--- src/rtl/quant_dot_engine.sv ---
// Multi-lane quantized dot-product engine: Q16.16 activations x integer weights,
// per-lane accumulate, then arithmetic right-shift requant. Define QDOT_SAT_EN for clamping.
module quant_dot_engine #(
  parameter int VEC_LEN = 8,
  parameter int X_W     = 32,
  parameter int W_W     = 8,
  parameter int CH      = 4,
  parameter int ACC_W   = 48,
  parameter int SHIFT_W = 5
) (
  input  logic                clk_i,
  input  logic                rstn_i,
  input  logic                start_i,
  input  logic [SHIFT_W-1:0]  shift_i,
  input  logic                x_valid_i,
  input  logic [X_W-1:0]      vector_x_i,
  input  logic [CH*W_W-1:0]   quant_w_i,
  output logic                busy_o,
  output logic                done_o,
  output logic [CH*X_W-1:0]   dout_o,
  output logic [CH-1:0]       sat_o
);

  localparam int CNT_W = $clog2(VEC_LEN);
  localparam int P_W   = X_W + W_W;

  typedef enum logic [1:0] {IDLE, ACCUM, SCALE} state_t;

  state_t                    state_q, state_d;
  logic [CNT_W-1:0]          cnt_q, cnt_d;
  logic [SHIFT_W-1:0]        shift_q, shift_d;
  logic signed [ACC_W-1:0]   acc_q [CH];
  logic signed [ACC_W-1:0]   acc_d [CH];
  logic signed [P_W-1:0]     prod  [CH];
  logic [CH*X_W-1:0]         dout_q, dout_d;
  logic                      done_q, done_d;
  logic                      accept, last;

  assign accept = (state_q == ACCUM) && x_valid_i;
  assign last   = accept && (cnt_q == CNT_W'(VEC_LEN - 1));

  // State register
  // NOTE: sequential state uses non-blocking assignments so every register samples pre-edge values.
  always_ff @(posedge clk_i or negedge rstn_i) begin
    if (!rstn_i) state_q <= IDLE;
    else         state_q <= state_d;
  end

  // Next-state logic
  // NOTE: every combinational output gets a default first, so no path can infer a latch.
  always_comb begin
    state_d = state_q;
    unique case (state_q)
      IDLE:    if (start_i) state_d = ACCUM;
      ACCUM:   if (last)    state_d = SCALE;
      SCALE:                state_d = IDLE;
      default:              state_d = IDLE;
    endcase
  end

  // Output logic
  always_comb begin
    busy_o = (state_q != IDLE);
  end

  // Full-precision products: both operands sign-extended to the product width first.
  always_comb begin
    for (int c = 0; c < CH; c++) begin
      prod[c] = $signed({{W_W{vector_x_i[X_W-1]}}, vector_x_i})
              * $signed({{X_W{quant_w_i[c*W_W+W_W-1]}}, quant_w_i[c*W_W +: W_W]});
    end
  end

  always_comb begin
    cnt_d   = cnt_q;
    shift_d = shift_q;
    for (int c = 0; c < CH; c++) acc_d[c] = acc_q[c];
    if (state_q == IDLE && start_i) begin
      cnt_d   = '0;
      shift_d = shift_i;
      for (int c = 0; c < CH; c++) acc_d[c] = '0;
    end else if (accept) begin
      cnt_d = last ? '0 : cnt_q + CNT_W'(1);
      for (int c = 0; c < CH; c++)
        acc_d[c] = acc_q[c] + {{(ACC_W-P_W){prod[c][P_W-1]}}, prod[c]};
    end
  end

`ifdef QDOT_SAT_EN
  localparam logic [X_W-1:0] MAX_V = {1'b0, {(X_W-1){1'b1}}};
  localparam logic [X_W-1:0] MIN_V = {1'b1, {(X_W-1){1'b0}}};

  logic signed [ACC_W-1:0] r_full [CH];
  logic [ACC_W-X_W:0]      r_hi   [CH];
  logic [CH-1:0]           sat_q, sat_d;

  always_comb begin
    dout_d = dout_q;
    sat_d  = sat_q;
    done_d = 1'b0;
    for (int c = 0; c < CH; c++) begin
      r_full[c] = acc_q[c] >>> shift_q;
      r_hi[c]   = r_full[c][ACC_W-1:X_W-1];
    end
    if (state_q == SCALE) begin
      done_d = 1'b1;
      for (int c = 0; c < CH; c++) begin
        // The value fits X_W bits only if the sign bit and everything above agree.
        if (&r_hi[c] || ~|r_hi[c]) begin
          dout_d[c*X_W +: X_W] = r_full[c][X_W-1:0];
          sat_d[c]             = 1'b0;
        end else begin
          dout_d[c*X_W +: X_W] = r_full[c][ACC_W-1] ? MIN_V : MAX_V;
          sat_d[c]             = 1'b1;
        end
      end
    end
  end

  always_ff @(posedge clk_i or negedge rstn_i) begin
    if (!rstn_i) sat_q <= '0;
    else         sat_q <= sat_d;
  end

  assign sat_o = sat_q;
`else
  always_comb begin
    dout_d = dout_q;
    done_d = 1'b0;
    if (state_q == SCALE) begin
      done_d = 1'b1;
      for (int c = 0; c < CH; c++)
        dout_d[c*X_W +: X_W] = X_W'(acc_q[c] >>> shift_q);
    end
  end

  assign sat_o = '0;
`endif

  // NOTE: the per-lane accumulator array is reset explicitly so a mid-vector reset discards partial sums.
  always_ff @(posedge clk_i or negedge rstn_i) begin
    if (!rstn_i) begin
      cnt_q   <= '0;
      shift_q <= '0;
      dout_q  <= '0;
      done_q  <= 1'b0;
      for (int c = 0; c < CH; c++) acc_q[c] <= '0;
    end else begin
      cnt_q   <= cnt_d;
      shift_q <= shift_d;
      dout_q  <= dout_d;
      done_q  <= done_d;
      for (int c = 0; c < CH; c++) acc_q[c] <= acc_d[c];
    end
  end

  assign dout_o = dout_q;
  assign done_o = done_q;

endmodule
--- config.mk ---
export PLATFORM = sky130hd
export DESIGN_NAME = quant_dot_engine
export DESIGN_NICKNAME = d
export VERILOG_FILES = /design/src/rtl/quant_dot_engine.sv
export SDC_FILE = /design/constraint.sdc
export NUM_CORES = 2
export LEC_CHECK = 0
export CORE_MARGIN = 10
export CORE_UTILIZATION = 33
export DETAILED_ROUTE_END_ITERATION = 7
export GPL_ROUTABILITY_DRIVEN = 0
export PLACE_DENSITY = 0.5
export REMOVE_ABC_BUFFERS = 1
export SLEW_MARGIN = 40
export SYNTH_ARGS = -nofsm -noshare
export SYNTH_HDL_FRONTEND = slang
export SYNTH_SLANG_ARGS = --single-unit
--- constraint.sdc ---
create_clock -name clk_i -period 3.2 [get_ports clk_i]
set_input_delay 0.48 -clock clk_i [delete_from_list [all_inputs] [get_ports clk_i]]
set_output_delay 0.48 -clock clk_i [all_outputs]
set_load 0.1 [all_outputs]
Word-level counts from Yosys, hierarchy flattened
Cells that the tools add are included.
Widths: inputs -> output; s select.
- add/subtract/negate cells: 5
- $mul: 4
- equality and inequality tests: 5
- shifts and indexed selects: 4
- multiplexer cells: 9
- reductions and logical operators: 7
- operators with widths (kind ; number):
    $mux 192 ; 2
    $add 48x48->48 ; 4
    $sshr 48x5->32 ; 4
    $mul 32x8->40 ; 4
    $mux 3 ; 3
    $mux 2 ; 2
    $ne 2x2->1 const B ; 2
    $pmux 2 s2 ; 1
    $reduce_bool 2->1 ; 2
    $add 3x1->3 const B ; 1
    $eq 3x3->1 const B ; 1
    $logic_and 1x1->1 ; 3
    $eq 2x1->1 const B ; 1
    $eq 2x2->1 const B ; 1
    $logic_not 2->1 ; 1
    $reduce_and 2->1 ; 1
    $mux 1 ; 1
- flip-flop bits (word level): 331
- input port bits: 73
- output and inout port bits: 134

Logic depth before layout (Yosys ltp)
- depth after elaboration: 6
- depth in mapped cells: 37

Worst setup path before layout
Ideal clock, no wire load.
- path type: input to register
- start point: input port quant_w_i[31]
- end point: register acc_q[45] (netlist bit)
- setup time: 0.129 ns
- arrival: 7.362 ns
- data required time: 3.071 ns
- path slack: -4.291 ns
- stages: 33
- cell sequence: inv_1 -> clkbuf_1 -> nor2_1 -> fa_1 -> fa_1 -> fa_1 -> inv_1 -> fa_1 -> inv_1 -> ha_1 -> a21o_1 -> a21o_1 -> a21oi_1 -> nor2b_1 -> or4_1 -> and2_1 -> a41o_1 -> xor2_1 -> ha_1 -> clkbuf_1 -> a21oi_1 -> o21ai_0 -> a21o_1 -> a21oi_1 -> o21ai_0 -> a31oi_1 -> nand3_1 -> o21a_1 -> and3_1 -> a221o_1 -> a21oi_1 -> xor2_1 -> o21ai_1
- word-level cells in the longest chain between the ends: 4
- RTL lines (item ; line ; text):
    start: declaration ; 17 ; input logic [CH*W_W-1:0] quant_w_i,
    $mul 32x8->40 ; 70 ; * $signed({{X_W{quant_w_i[c*W_W+W_W-1]}}, quant_w_i[c*W_W +: W_W]});
    $add 48x48->48 ; 85 ; acc_d[c] = acc_q[c] + {{(ACC_W-P_W){prod[c][P_W-1]}}, prod[c]};
    $mux 192 ; 82 ; end else if (accept) begin
    $mux 192 ; 78 ; if (state_q == IDLE && start_i) begin
    end: declaration ; 32 ; logic signed [ACC_W-1:0] acc_q [CH];
Every way passes these cells. The select of a mux whose other input is x is not followed.
A chain may end at the register's enable or synchronous reset.

Worst setup path in the final report
- start point: input port vector_x_i[12]
- end point: register acc_q[135] (netlist bit)
- word-level cells in the longest chain between the ends: 4
- RTL lines (item ; line ; text):
    start: declaration ; 16 ; input logic [X_W-1:0] vector_x_i,
    $mul 32x8->40 ; 70 ;
    $add 48x48->48 ; 85 ;
    $mux 192 ; 82 ;
    $mux 192 ; 78 ;
Every way passes these cells. The select of a mux whose other input is x is not followed.

==> results.yml <==
worst_hold_path:
  hold_path.class: "flop to flop"
timing:
  number_of_max_slew_violations_in_the_final_report: 0
  setup-violations-final: 176
  final-hold-violation-count: 0
  fin_ws_ns: -4.02
  fmaxAchievable_ghz: 0.139
  tightest_pin_transition_ns: 0.850
  fin_crit_ns: 7.22
  max-slew-margin-rel: 0.434
  grt_setup_unrepaired: "yes"
  finalSetupTns_ns: -499.70
  fin_worst_skew_ns: 0.0196
  finalCritPeriodShare: 2.25
yosys:
  synth_top_cells_by_area: "fa_1 (24%), dfrtp_1 (13%), ha_1 (9.8%)"
  synth_cells: 7964
  synth-warning-count: 0
  yosys_most_used_dff: "dfrtp_1"
  synthDominantCellAreaShare: 0.242
  post_synth_arst_share: 1.00
  synth_enable_flop_cells: 0
  ys_top_cells_by_count: "inv_1 (1,184), nand2_1 (946), and2_1 (844)"
  ys_seq_elements: 331
  synth_area_um2: 66100
  post_synthesis_average_cell_area_um2: 8.30
  synth_most_common_cell: "inv_1"
  sequential_share_of_the_synthesized_area: 0.125
  synth.distinct_cells: 90
  synthDominantAreaCellType: "fa_1"
grt:
  grt_usage: 0.209
  grt_antenna_before_repair: 14
  grt_start_max_net_pins: 213
  grt_pass1_vias: 61700
  grt_first_pass_wirelength_um: 364000
  globalRouteOverflowTotal: 0
setup_path:
  cp-start-kind: "input port"
  worst-endpoint-arrival_ns: 7.68
  timing.setup.critical_path_class: "input port to flop"
  critical_path.max_fanout: 6
  crit_family: "compound AO/OA/AOI/OAI gates"
  slowest_delay_ns: 0.57
  timing.critical_path.buf_inv: 9
  end_kind: "flop"
  critical_path.slowest_cell: "fa_2"
  path_common_cell: "a21o_1"
  critPathRequiredTime_ns: 3.67
drt:
  route.antenna.remaining_nets: 0
  detailedRoute.firstIterationViolations: 3935
  drtPass1Iterations: 6
  overall_via_count_from_detail_route: 60600
  routedWlPerCell_um: 19.5
  drc: 0
  route.final.wire_length_um: 238000
  routed_via_density: 4.95
outcome:
  status: "complete, but fails checks"
  violations: "negative setup slack"
final_layout:
  layout-area-overhead-vs-synth_pct: 41.4
  ff_latch_area_um2: 8300
  fin_nets: 10900
  n_fill_cell: 19000
  post_route_cells_drive_above_1_share: 0.338
  finish.instance_area_um2: 93400
  combined_area_of_the_multi_input_logic_cells_um2: 57700
clocking:
  htree_num_levels: 2
  max-clock-path-buffers: 3
  clockRootBuffer: "clkbuf_16"
  insertion_delay_ns: 0.60
  clock-sinks: 331
  cts_tree: "yes"
  num_cts_buffers: 37
  cts.clk_slew.worst_paths_ns: 0.06
placed_design:
  numPortBuffers: 202
  placed_cell_area_um2: 81400
  dp.final_hpwl_um: 179000
floorplan:
  die-width_um: 467
  die_y_um: 467
  core_area_um2: 199000
  top_level_i_o_count: 207
  std_cell_rows: 164
  start_util: 0.331
  dieArea_um2: 219000
job:
  max-cap-violations: 0
tightest hold or removal path, delay by kind of cell, from the launching register on:
kind               cells  cell delay, ns
DFF                    1            0.34
AOI/OAI and AO/OA      1            0.05
and+or+nand+nor        1            0.04
flip-flops by register name, summed over array words and instances (netlist names):
register  cells
cnt_q         3
shift_q       5
acc_q       192
dout_o      128
state_q       2
done_o        1
worst paths after layout:
check / startpoint / to / slack, ns / cells after the start
max: vector_x_i[12] / acc_q[135] / -4.02 / 36
min: dout_o[72] / dout_o[72] / 0.48 / 2
max reg2reg: acc_q[144] / acc_q[190] / -0.63 / 17
min reg2reg: dout_o[72] / dout_o[72] / 0.48 / 2
max in group asynchronous: rstn_i / acc_q[180] / 1.75 / 3
min in group asynchronous: rstn_i / acc_q[28] / 0.49 / 2
logic make-up after synthesis:
group           Yosys count  synth area share
mux                     272            0.0663
simple gates           2558             0.189
xor+xnor                311            0.0412
flops                   331             0.125
other cells               1         0.0000568
fa+ha+maj              1316             0.340
compound gates         1545             0.145
buf+inv                1630            0.0928
per-layer routing:
layer	vias to the layer above	part of all wire	track usage
met4	20	0.038	0.0591
met5	-	0.00058	0
met3	291	0.046	0.0225
li1	29000	-	-
met1	29900	0.47	0.298
met2	1360	0.44	0.333
timing repair:
action	CTS	global route
gates resized for setup	1179	789
cloned	41	4
hold buffers	1	0
endpoints found under the setup margin	178	176
pin swaps	588	576
setup buffers	214	162
hold endpoints to repair	59	0
layout by cell type, fill, tap and decap left out, drive strengths merged, types with 115 or more instances in the layout:
cell / n
dfrtp: 331
xor2: 115
fa: 800
mux4: 130
a21o: 164
a21oi: 364
mux2i: 116
and2: 844
inv: 1192
xnor2: 196
o21ai: 549
buf: 1937
nor2: 416
ha: 516
nand2: 946
per-stage QoR:
| step | hold slack [ns] | util | setup WS (ns) | std cells |
|---|---|---|---|---|
| 6_report | 0.476 | 0.468 | -4.02 | 12200 |
| 5_1_grt | 0.495 | 0.468 | -4.28 | 12200 |
| 4_1_cts | 0.449 | 0.449 | -4.03 | 12100 |
| 3_5_place_dp | 0.460 | 0.408 | -5.63 | 11800 |
| 3_3_place_gp | 0.453 | 0.408 | -5.57 | 11800 |
| 2_1_floorplan | 0.184 | - | -6.04 | 7524 |
cell type report:
type / count / area share
Antenna cell: 4 / 0.000107
Multi-Input combinational cell: 6006 / 0.618
Clock inverter: 23 / 0.00248
Timing Repair Buffer: 1989 / 0.197
Clock buffer: 42 / 0.0102
Tap cell: 2656 / 0.0356
Inverter: 1187 / 0.0480
Sequential cell: 331 / 0.0889
Power is left out: the tool's default activity adds up to more than one toggle a clock period on the data nets, which glitch-free logic cannot reach.
